==> config.mk <==
export PLATFORM = sky130hd
export DESIGN_NAME = mem_loader
export DESIGN_NICKNAME = d
export VERILOG_FILES = /design/src/rtl/mem_loader.sv
export SDC_FILE = /design/constraint.sdc
export NUM_CORES = 1
export LEC_CHECK = 0
export ABC_AREA = 1
export BUFFER_PORTS_ARGS = -buffer_cell sky130_fd_sc_hd__buf_2
export CAP_MARGIN = 15
export CORE_MARGIN = 2
export CORE_UTILIZATION = 45
export DETAILED_ROUTE_END_ITERATION = 7
export GPL_TIMING_DRIVEN = 0
export PLACE_DENSITY = 0.71
export SYNTH_ARGS = -nofsm -noshare
export SYNTH_HDL_FRONTEND = slang
export SYNTH_SLANG_ARGS = --single-unit
==> constraint.sdc <==
create_clock -name clk -period 2.3 [get_ports clk]
set_input_delay 0.345 -clock clk [delete_from_list [all_inputs] [get_ports clk]]
set_output_delay 0.345 -clock clk [all_outputs]
set_load 0.01 [all_outputs]
==> src/rtl/mem_loader.sv <==
// Stream-driven boot loader: fills NUM_CH memories from a valid/ready word stream, holds the core
// in reset until RUN. Optional payload checksum stage when LOADER_CHECKSUM_EN is defined.
module mem_loader #(
    parameter int unsigned DATA_WIDTH = 32,
    parameter int unsigned ADDR_WIDTH = 10,
    parameter int unsigned NUM_CH     = 3
) (
    input  logic                  clk,
    input  logic                  rst,
    input  logic                  in_valid,
    output logic                  in_ready,
    input  logic [DATA_WIDTH-1:0] in_data,
    output logic [NUM_CH-1:0]     wr_en,
    output logic [ADDR_WIDTH-1:0] wr_addr,
    output logic [DATA_WIDTH-1:0] wr_data,
    output logic                  proc_rst,
    output logic                  loading,
    output logic                  error
);

    localparam int unsigned DEPTH    = 2 ** ADDR_WIDTH;
    localparam logic [3:0]  CMD_LOAD = 4'h1;
    localparam logic [3:0]  CMD_RUN  = 4'h2;
    localparam logic [3:0]  CMD_HALT = 4'h3;

`ifdef LOADER_CHECKSUM_EN
    typedef enum logic [2:0] {StIdle, StLoad, StChk, StRun, StErr} state_t;
    logic [DATA_WIDTH-1:0] sum_q;
`else
    typedef enum logic [2:0] {StIdle, StLoad, StRun, StErr} state_t;
`endif

    state_t              state_q;
    logic [3:0]          ch_q;
    logic [ADDR_WIDTH:0] addr_q;
    logic [ADDR_WIDTH:0] cnt_q;

    logic [3:0]          hdr_cmd;
    logic [3:0]          hdr_ch;
    logic [23:0]         hdr_cnt;
    logic                accept;
    logic                hdr_bad;
    logic [ADDR_WIDTH:0] addr_nxt;
    logic [NUM_CH-1:0]   ch_onehot;

    assign hdr_cmd   = in_data[31:28];
    assign hdr_ch    = in_data[27:24];
    assign hdr_cnt   = in_data[23:0];
    assign accept    = in_valid & in_ready;
    assign hdr_bad   = (32'(hdr_ch) >= NUM_CH) || (32'(hdr_cnt) > DEPTH);
    // One extra counter bit lets cnt == DEPTH finish without wrapping to 0.
    assign addr_nxt  = addr_q + (ADDR_WIDTH + 1)'(1);
    assign ch_onehot = NUM_CH'(1) << ch_q;

    always_ff @(posedge clk or negedge rst) begin
        if (!rst) begin
            state_q  <= StIdle;
            ch_q     <= '0;
            addr_q   <= '0;
            cnt_q    <= '0;
            in_ready <= 1'b0;
            wr_en    <= '0;
            wr_addr  <= '0;
            wr_data  <= '0;
            proc_rst <= 1'b1;
            loading  <= 1'b0;
            error    <= 1'b0;
`ifdef LOADER_CHECKSUM_EN
            sum_q    <= '0;
`endif
        end else begin
            in_ready <= (state_q != StErr);
            wr_en    <= '0;
            case (state_q)
                StIdle: begin
                    if (accept) begin
                        case (hdr_cmd)
                            CMD_LOAD: begin
                                if (hdr_bad) begin
                                    state_q  <= StErr;
                                    error    <= 1'b1;
                                    in_ready <= 1'b0;
                                end else if (hdr_cnt != '0) begin
                                    state_q <= StLoad;
                                    ch_q    <= hdr_ch;
                                    cnt_q   <= hdr_cnt[ADDR_WIDTH:0];
                                    addr_q  <= '0;
                                    loading <= 1'b1;
`ifdef LOADER_CHECKSUM_EN
                                    sum_q   <= '0;
`endif
                                end
                            end
                            CMD_RUN: begin
                                state_q  <= StRun;
                                proc_rst <= 1'b0;
                            end
                            CMD_HALT: state_q <= StIdle;
                            default: begin
                                state_q  <= StErr;
                                error    <= 1'b1;
                                in_ready <= 1'b0;
                            end
                        endcase
                    end
                end
                StLoad: begin
                    if (accept) begin
                        wr_en   <= ch_onehot;
                        wr_addr <= addr_q[ADDR_WIDTH-1:0];
                        wr_data <= in_data;
                        addr_q  <= addr_nxt;
`ifdef LOADER_CHECKSUM_EN
                        sum_q   <= sum_q + in_data;
                        if (addr_nxt == cnt_q) begin
                            state_q <= StChk;
                        end
`else
                        if (addr_nxt == cnt_q) begin
                            state_q <= StIdle;
                            loading <= 1'b0;
                        end
`endif
                    end
                end
`ifdef LOADER_CHECKSUM_EN
                StChk: begin
                    if (accept) begin
                        loading <= 1'b0;
                        if (in_data == sum_q) begin
                            state_q <= StIdle;
                        end else begin
                            state_q  <= StErr;
                            error    <= 1'b1;
                            in_ready <= 1'b0;
                        end
                    end
                end
`endif
                StRun: begin
                    if (accept && hdr_cmd == CMD_HALT) begin
                        state_q  <= StIdle;
                        proc_rst <= 1'b1;
                    end
                end
                default: begin
                    in_ready <= 1'b0;
                end
            endcase
        end
    end

endmodule

==> flow_metrics.tcl <==
set metrics [dict create \
    final_layout_size_suffix_gt1_frac 0.232 \
    cp-start-kind "flop" \
    timing.final.crit_share 0.889 \
    worst_path_max_delay_cell "dfrtp_1" \
    final_util 0.557 \
    io_pins 84 \
    grt_pass1_wl_um 15500 \
    diodes 0 \
    peakVddDrop_mv 0.536 \
    synthesis.nets 510 \
    final_cells 675 \
    worst_pin_slew_ns 0.546 \
    synthArstFlopShare 1.00 \
    start_util 0.461 \
    dieArea_sq_um 9120 \
    dpl.cell_count 658 \
    synth-seq-area-share 0.512 \
    place_hpwl_um 6910 \
    hold_viol 0 \
    p_leak_nw 2.38 \
    grt.busiest_layer "met2" \
    root_buffer "clkbuf_8" \
    fin_area_sq_um 4550 \
    num_rows 33 \
    maxSlewViolCount 0 \
    postCtsSetupRepairBufs 0 \
    timing.critical_path.required_ns 2.58 \
    grt_use_met2 0.354 \
    grt_pass1_vias 3358 \
    clock_skew_ns 0.00846 \
    cts_buffers 9 \
    fin_nets 606 \
    synth_edf_count 0 \
    cp_cell_sequence "inv_1, ha_1, inv_1, nor2_2, inv_1, clkbuf_1, clkbuf_1, nand2_1, o21ai_0" \
    status "finished, final reports clean" \
    ys_ff_latch 77 \
    cts_sinks 77 \
    cpMostUsedCell "inv_1" \
    cap_violations 0 \
    syn-cell-area_sq_um 3770 \
    clk_pin_slew_worst_paths_ns 0.09 \
    worstPathMaxFanout 10 \
    clk_latency_ns 0.36 \
    final.min_clock_period_ns 2.05 \
    drc 0 \
    dr_total_vias 3377 \
    gp_routability_congestion 0.819 \
    syn_area_per_cell_sq_um 8.03 \
    hp-class "in2reg" \
    antenna_found_initial 0 \
    layout_commonest_cell "nand2_1" \
    die_y_um 95.5 \
    cts_tree "done" \
    grt_max_degree 54 \
    power_mw 4.58 \
    area_growth_pct 20.9 \
    crit_path_end_kind "flop" \
    gr-usage-met3 0.0506 \
    yosys_warnings 0 \
    drt_iter0_markers 154 \
    ant_nets 0 \
    tns_ns 0 \
    clock_path_buffers 2 \
    avgViaCountPerCell 5.00 \
    port_buffers 83 \
    layout_common_cells "nand2_1, buf_2, dfrtp_1, inv_1, o21ai_0" \
    wl_per_cell_um 13.5 \
    die_w_um 95.5 \
    synthCells 469 \
    ys.flop_type "dfrtp_1" \
    worstSetupPathType "reg2reg" \
    grt_usage 0.222 \
    rsz0062_at_grt "false" \
    slowest_delay_ns 0.42 \
    powerDensity_nw_per_um2 1010 \
    wirelength_um 9090 \
    fmax_ghz 0.489 \
    grt-ovfl-total 0 \
    drtPass1Iterations 6 \
    place_area_sq_um 4340 \
    core-area_sq_um 8180 \
    use_met1 0.286 \
    ys_types 32 \
    htree_levels 3 \
    setup_viol 0 \
    timing.slew.headroom 0.636 \
    worstPathArrival_ns 2.32 \
]
==> area by class of cell <==
| cell class | count | area (sq um) |
|---|---|---|
| sequential | 77 | 1930 |
| buffer | 14 | 70.1 |
| fill | 777 | 3620 |
| tap | 105 | 131 |
| clock inverter | 5 | 41.3 |
| clock buffer | 11 | 151 |
| timing repair buffer | 85 | 455 |
| multi-input combinational | 309 | 1520 |
| inverter | 69 | 259 |
==> registers in the layout (all words and copies together) (netlist names) <==
signal	cells
proc_rst	1
addr_q	11
wr_en	3
in_ready	1
ch_q	4
state_q	2
wr_addr	10
wr_data	32
cnt_q	11
error	1
loading	1
==> routing by layer <==
metal | vias up | part of all wire
li1 | 1678 | -
met1 | 1577 | 0.45
met2 | 105 | 0.47
met3 | 17 | 0.064
met4 | 0 | 0.023
met5 | - | 0
==> power breakdown <==
part	leakage [nW]	switching (mW)	total [mW]	internal, mW
Sequential	1.00	0.247	1.98	1.73
Clock	0.0926	0.534	0.994	0.460
Combinational	1.29	1.00	1.61	0.611
==> path summary, 6_finish.rpt <==
kind,start,to,slack (ns),cells past startpoint
setup / recovery,state_q[1],wr_data[11],0.25,9
hold / removal,in_data[12],wr_data[12],0.21,3
setup reg to reg,state_q[1],wr_data[11],0.25,9
hold reg to reg,ch_q[1],wr_en[0],0.46,1
max in group asynchronous,rst,proc_rst,1.25,3
min in group asynchronous,rst,wr_addr[0],0.43,2
==> Yosys cell counts (3+ instances only) <==
library cell / number / area, sq um
nand3_1: 44 / 220
a21oi_1: 7 / 35.0
inv_1: 67 / 251
o21ai_1: 6 / 30.0
o21ai_2: 8 / 70.1
nor3_1: 4 / 20.0
nor2_4: 3 / 33.8
o21ai_0: 58 / 290
nand2_1: 126 / 473
nand4_1: 5 / 31.3
clkbuf_1: 10 / 37.5
nor2_1: 25 / 93.8
ha_1: 6 / 75.1
dfrtp_1: 76 / 1900
==> logic make-up (layout without fill, tap and decap cells) <==
family	Yosys count	after routing	share of synthesized area
adder cells (fa/ha/maj)	6	6	0.0199
AND/OR/NAND/NOR	216	216	0.252
AO/OA/AOI/OAI	86	86	0.128
flip-flops	77	77	0.512
buffers and inverters	83	184	0.0864
XOR/XNOR	1	1	0.00233
==> critical path: cells and delay by family, from the launching register on <==
family,cells,cell delay (ns)
buffers and inverters,5,1.06
adder cells (fa/ha/maj),1,0.21
AND/OR/NAND/NOR,2,0.19
flip-flops,1,0.42
AO/OA/AOI/OAI,1,0.09
==> timing repair <==
item | 4_1_cts | 5_1_grt
hold endpoints to repair | 24 | 0
hold buffers | 1 | 0
gates resized for setup | 0 | 7
setup endpoints to repair | 0 | 25
==> metrics by stage <==
step                      hold slack (ns)  setup slack, ns
after global routing                0.234          0.00266
after detailed placement            0.279            0.110
final                               0.212            0.254
after CTS                           0.208           0.0826
after global placement              0.449            0.156
after floorplan                    0.0494            0.603
No activity file was read; power rests on OpenSTA's default activity.
